--- config.mk ---
export PLATFORM = sky130hd
export DESIGN_NAME = mem_access_ctrl
export DESIGN_NICKNAME = d
export VERILOG_FILES = /design/src/rtl/mem_access_ctrl.sv
export SDC_FILE = /design/constraint.sdc
export NUM_CORES = 1
export LEC_CHECK = 0
export BUFFER_PORTS_ARGS = -buffer_cell sky130_fd_sc_hd__buf_2
export CAP_MARGIN = 20
export CORE_MARGIN = 4
export CORE_UTILIZATION = 40
export DETAILED_ROUTE_END_ITERATION = 7
export HOLD_SLACK_MARGIN = 0.08
export PLACE_DENSITY = 0.82
export SLEW_MARGIN = 10
export SYNTH_ARGS = -nofsm -noshare
export SYNTH_HDL_FRONTEND = slang
export SYNTH_SLANG_ARGS = --single-unit
--- constraint.sdc ---
create_clock -name Clk -period 1.77 [get_ports Clk]
set_input_delay 0.0885 -clock Clk [delete_from_list [all_inputs] [get_ports Clk]]
set_output_delay 0.0885 -clock Clk [all_outputs]
set_load 0.05 [all_outputs]
--- src/rtl/mem_access_ctrl.sv ---
// mem_access_ctrl: memory access controller holding the MAR/MDR pair and running the
// IDLE -> ACCESS -> DONE -> RELEASE handshake towards a simple request/ready memory.
//
// Optional feature: define MEM_TIMEOUT_EN to abort an ACCESS that has not seen MemReady
// after TIMEOUT_CYCLES cycles. An aborted access sets the sticky Err flag and completes with
// an R pulse. An aborted read loads all-ones into MDR. Without the macro, ACCESS waits
// indefinitely and Err is tied to 0.
//
// Ports:
//   Clk, Reset_n        clock; asynchronous active-low reset
//   Bus                 datapath bus, source for MAR/MDR loads
//   LD_MAR, LD_MDR      load strobes (LD_MDR ignored when MIO_EN=1)
//   MIO_EN, R_W         memory access request and direction (1=write, 0=read)
//   MemReq, MemWe       memory request and write enable
//   MemAddr, MemWData   MAR and MDR, driven straight to memory
//   MemRData, MemReady  memory read data and completion strobe
//   MDR_Out             MDR contents for the bus multiplexer
//   R                   one-cycle access-complete pulse
//   Err                 sticky timeout flag
module mem_access_ctrl #(
  parameter int unsigned N              = 16,
  parameter int unsigned TIMEOUT_CYCLES = 255
) (
  input  logic         Clk,
  input  logic         Reset_n,
  input  logic [N-1:0] Bus,
  input  logic         LD_MAR,
  input  logic         LD_MDR,
  input  logic         MIO_EN,
  input  logic         R_W,
  output logic         MemReq,
  output logic         MemWe,
  output logic [N-1:0] MemAddr,
  output logic [N-1:0] MemWData,
  input  logic [N-1:0] MemRData,
  input  logic         MemReady,
  output logic [N-1:0] MDR_Out,
  output logic         R,
  output logic         Err
);

  typedef enum logic [1:0] {StIdle, StAccess, StDone, StRelease} state_e;

  state_e       state_q;
  logic [N-1:0] mar_q;
  logic [N-1:0] mdr_q;
  logic         req_q;
  logic         we_q;
  logic         r_q;

`ifdef MEM_TIMEOUT_EN
  // Counter runs 0 .. TIMEOUT_CYCLES-1; reaching the last value without MemReady aborts.
  localparam int unsigned CntW = (TIMEOUT_CYCLES > 1) ? $clog2(TIMEOUT_CYCLES) : 1;
  localparam logic [CntW-1:0] CntLast = CntW'(TIMEOUT_CYCLES - 1);

  logic [CntW-1:0] cnt_q;
  logic            err_q;

  always_ff @(posedge Clk or negedge Reset_n) begin
    if (!Reset_n) begin
      state_q <= StIdle;
      mar_q   <= '0;
      mdr_q   <= '0;
      req_q   <= 1'b0;
      we_q    <= 1'b0;
      r_q     <= 1'b0;
      cnt_q   <= '0;
      err_q   <= 1'b0;
    end else begin
      unique case (state_q)
        StIdle: begin
          if (LD_MAR) mar_q <= Bus;
          if (MIO_EN) begin
            state_q <= StAccess;
            req_q   <= 1'b1;
            we_q    <= R_W;
            cnt_q   <= '0;
          end else if (LD_MDR) begin
            mdr_q <= Bus;
          end
        end
        StAccess: begin
          // MemReady on the same edge takes priority over the timeout.
          if (MemReady) begin
            if (!we_q) mdr_q <= MemRData;
            state_q <= StDone;
            req_q   <= 1'b0;
            we_q    <= 1'b0;
            r_q     <= 1'b1;
          end else if (cnt_q == CntLast) begin
            if (!we_q) mdr_q <= '1;
            err_q   <= 1'b1;
            state_q <= StDone;
            req_q   <= 1'b0;
            we_q    <= 1'b0;
            r_q     <= 1'b1;
          end else begin
            cnt_q <= cnt_q + 1'b1;
          end
        end
        StDone: begin
          r_q     <= 1'b0;
          state_q <= MIO_EN ? StRelease : StIdle;
        end
        StRelease: begin
          if (!MIO_EN) state_q <= StIdle;
        end
        default: state_q <= StIdle;
      endcase
    end
  end

  assign Err = err_q;
`else
  always_ff @(posedge Clk or negedge Reset_n) begin
    if (!Reset_n) begin
      state_q <= StIdle;
      mar_q   <= '0;
      mdr_q   <= '0;
      req_q   <= 1'b0;
      we_q    <= 1'b0;
      r_q     <= 1'b0;
    end else begin
      unique case (state_q)
        StIdle: begin
          if (LD_MAR) mar_q <= Bus;
          if (MIO_EN) begin
            state_q <= StAccess;
            req_q   <= 1'b1;
            we_q    <= R_W;
          end else if (LD_MDR) begin
            mdr_q <= Bus;
          end
        end
        StAccess: begin
          if (MemReady) begin
            if (!we_q) mdr_q <= MemRData;
            state_q <= StDone;
            req_q   <= 1'b0;
            we_q    <= 1'b0;
            r_q     <= 1'b1;
          end
        end
        StDone: begin
          r_q     <= 1'b0;
          state_q <= MIO_EN ? StRelease : StIdle;
        end
        StRelease: begin
          if (!MIO_EN) state_q <= StIdle;
        end
        default: state_q <= StIdle;
      endcase
    end
  end

  // Timeout parameter has no effect in this build.
  logic unused_timeout_cycles;
  assign unused_timeout_cycles = (TIMEOUT_CYCLES != 0);

  assign Err = 1'b0;
`endif

  assign MemReq   = req_q;
  assign MemWe    = we_q;
  assign MemAddr  = mar_q;
  assign MemWData = mdr_q;
  assign MDR_Out  = mdr_q;
  assign R        = r_q;

endmodule

# Yosys cells after proc, flatten, opt, wreduce, memory -nomap -nowiden
# Cells that the tools add are included.
[op_classes]
n_eq_ne = 9
n_mux = 17
n_reduce_logical = 8
[op_table]
columns = ["operator", "count"]
rows = [
  ["$mux W16", 4],
  ["$pmux W16 S2", 1],
  ["$ne A2 B2 Y1 const B", 6],
  ["$mux W2", 4],
  ["$pmux W2 S4", 1],
  ["$pmux W1 S2", 3],
  ["$reduce_and A3 Y1", 2],
  ["$reduce_and A5 Y1", 1],
  ["$eq A2 B2 Y1 const B", 2],
  ["$mux W1", 4],
  ["$reduce_and A2 Y1", 2],
  ["$reduce_bool A2 Y1", 2],
  ["$eq A2 B1 Y1 const B", 1],
  ["$logic_not A2 Y1", 1],
]
[word_totals]
reg_bits = 37
in_bits = 39
output_inout_bits = 52
word_cells = 40

# Longest topological paths before layout
[depth]
ltp_word = 3
ltp_mapped = 6

# Least setup slack after synthesis
# OpenSTA, ideal clock, no wires.
[synth_path]
kind = "register -> register"
startpoint = "register we_q (netlist: MemWe)"
endpoint = "register mdr_q[10] (netlist: MDR_Out[10])"
setup_time_ns = 0.125
arrival_ns = 1.534
path_slack_ns = 0.111
path_stages_with_launch = 6
n_path_buf = 2
cell_sequence = "dfrtp_1 inv_1 a31o_2 buf_6 buf_12 mux2_4"
[synth_between]
elab_chain_cells = 2
[synth_lines]
columns = ["element", "line", "rtl"]
rows = [
  ["from (decl)", "48", "logic we_q;"],
  ["from (signal assigned)", "121", "we_q <= 1'b0;"],
  ["from (signal assigned)", "130", "we_q <= R_W;"],
  ["from (signal assigned)", "140", "we_q <= 1'b0;"],
  ["$ne A2 B2 Y1 (no line)", "--", ""],
  ["$reduce_and A5 Y1 (no line)", "--", ""],
  ["to (signal assigned)", "132", "mdr_q <= Bus;"],
  ["to (signal assigned)", "137", "if (!we_q) mdr_q <= MemRData;"],
  ["to (decl)", "46", "logic [N-1:0] mdr_q;"],
]
# No other way between the ends.
# A chain may end at the register's enable or synchronous reset.

# Worst setup path after layout
[layout_path]
startpoint = "register state_q[1]"
endpoint = "register mdr_q[4] (netlist: MDR_Out[4])"
[layout_between]
elab_chain_cells = 3
word_cells_on_any_way = 9
cone_classes = "eq/ne (5); mux (1); reduce/logical (3)"
[layout_lines]
columns = ["element", "line", "rtl"]
rows = [
  ["from (decl)", "44", "state_e state_q;"],
  ["from (signal assigned)", "117", "state_q <= StIdle;"],
  ["from (signal assigned)", "128", "state_q <= StAccess;"],
  ["from (signal assigned)", "138", "state_q <= StDone;"],
  ["$eq A2 B1 Y1 or $logic_not A2 Y1 (tied branches)", "124", "unique case (state_q)"],
  ["$ne A2 B2 Y1 (no line) or $reduce_bool A2 Y1 (tied branches)", "--", ""],
  ["$reduce_and A5 Y1 (no line)", "--", ""],
]
# Parallel ways exist; a longest one is shown, timed or not.

==> flow_metrics.tcl <==
set metrics [dict create \
    status "finished clean" \
    finalHoldViolations 0 \
    cts_root_buf "clkbuf_8" \
    syn_area_sq_mm 0.00188 \
    fp-row-count 24 \
    synth_area_leaders "dfrtp_1, mux2_2, mux2_4, buf_4, buf_6" \
    num-fill-cells 357 \
    grt_util_all_layers 0.147 \
    ys_ff_latch 37 \
    rr_worst_depth 4 \
    yosys_warnings 0 \
    syn_nets 168 \
    cts_sinks 37 \
    synth_area_per_cell_sq_um 14.6 \
    final.period_utilization 0.931 \
    n_antenna_cell 0 \
    die-area_sq_mm 0.00587 \
    worst_pin_slew_ps 812 \
    cp-end-kind "flop" \
    ys_types 20 \
    die_height_um 76.6 \
    start_util 0.424 \
    yosysTopAreaCellShare 0.491 \
    gp_congestion 0.811 \
    worstReg2RegStart "state_q[1]" \
    r2r_slack_ps 120 \
    num_vias 1351 \
    grt_setup_unrepaired "false" \
    htreeDepth 2 \
    pre_cts_ws_ps 147 \
    port_buffers 89 \
    vias_per_cell 4.84 \
    drive_gt1_frac 0.687 \
    critPathMaxFanout 8 \
    die_x_um 76.6 \
    synthCells 129 \
    route.detailed.drc 0 \
    hold_path.class "in -> reg" \
    holdPathStages 2 \
    regArea_sq_um 926 \
    tritoncts "done" \
    holdWs_ps 107 \
    setup.worst_path.class "reg -> reg" \
    dr.pass1.iters 4 \
    fin_setup_tns_ps 0 \
    start_kind "flop" \
    syn2layout_area_growth_pct 34.5 \
    layout_commonest_cell "buf_2" \
    critPathRequiredTime_ps 1940 \
    final_nets 265 \
    cts_resized 0 \
    grt_pass1_vias 1418 \
    numCtsBuffers 5 \
    io_pins 91 \
    ant_nets 0 \
    hold_end "state_q[1]" \
    period_needed_ps 1650 \
    path_clk_slew_ps 80 \
    overflow 0 \
    min_from "MIO_EN" \
    final_cell_mix "buf_2, dfrtp_1, mux2_2" \
    antenna_found_initial 0 \
    skew_ps 7.07 \
    grt_start_max_net_pins 38 \
    grt_first_pass_wirelength_um 6860 \
    detail_route.wl_per_cell_um 15.1 \
    slew_viol_final 0 \
    timing.rr.end "MDR_Out[4]" \
    drtIter0Drc 31 \
    fmax_ghz 0.607 \
    maxCapViolations 0 \
    clkLatencyLatePin_ps 290 \
    cp_data_arrival_time_ps 1820 \
    ys_seq_area_frac 0.491 \
    fin_ws_ps 122 \
    coreArea_sq_mm 0.00444 \
    clockBufferDepth 2 \
    setup_viol 0 \
    relSlewSlack 0.459 \
    dp_hpwl_um 3140 \
    postRouteWirelength_um 4200 \
    multiInputGateArea_sq_um 731 \
    netlist.top_cell.by_area "dfrtp_1" \
]
-- registers in the layout (all words and copies together) (netlist names) --
name,count
state_q,2
MemReq,1
MemWe,1
R,1
MemAddr,16
MDR_Out,16
-- through the flow --
step                cell area [sq um]  utilization  cells
floorplan                        1880            -    129
global placement                 2250        0.507    253
detailed placement               2250        0.507    253
CTS                              2530        0.570    279
global route                     2530        0.570    279
finish                           2530        0.570    279
-- worst max-delay path, cell delays in order (launching register included) --
cell and delay, ps:
dfrtp_1 500, nor4b_1 350, a31o_2 190, buf_4 160, mux2_2 330
-- timing repair --
item,in CTS,in global routing
endpoints found under the hold margin,54,0
hold buffers,18,0
setup endpoints to repair,0,0
setup buffers,0,0
-- cell families (layout without fill, tap and decap cells) --
family                 count (synthesis)  after routing  share of synthesized area
and+or+nand+nor                        7              7                     0.0312
other                                  1              1                    0.00199
DFF                                   37             37                      0.491
AOI/OAI and AO/OA                     10             10                     0.0339
muxes                                 48             48                      0.321
buffers and inverters                 26            124                      0.121
-- Yosys cell counts --
master and number:
mux2_4 17, buf_12 2, o22ai_1 1, nor4b_1 1
nand2_1 1, dfrtp_1 37, a21oi_1 3, o21ai_0 3
buf_6 4, a31o_2 1, buf_4 18, nor2b_4 1
mux2_2 31, a2bb2oi_1 1, inv_1 2, conb_1 1
nor2_1 2, nor2b_1 1, nor3b_4 1, a22o_2 1
-- how the worst max path moves through the flow --
stage	from	end	slack, ps
floorplan	MemWe	MDR_Out[10]	110
global placement	state_q[1]	MDR_Out[1]	170
detailed placement	state_q[1]	MDR_Out[6]	150
CTS	state_q[1]	MDR_Out[4]	120
global route	state_q[1]	MDR_Out[15]	80
finish	state_q[1]	MDR_Out[4]	120
-- metal layers --
metal	up-vias	routed length, um	track usage
li1	623	-	-
met1	653	1750	0.159
met2	68	2040	0.257
met3	7	330	0.0449
met4	0	85	0.0743
met5	-	0	0
-- final cells by class --
class,instances,share of cell area
clock buffers,7,0.0380
inverters,2,0.00296
repair buffers,114,0.278
well taps,52,0.0257
clock inverters,1,0.00198
flip-flops and latches,37,0.365
multi-input cells,66,0.288
Power is not shown: default switching activity piles up to over one toggle a cycle in this logic, so the estimate is an artifact.
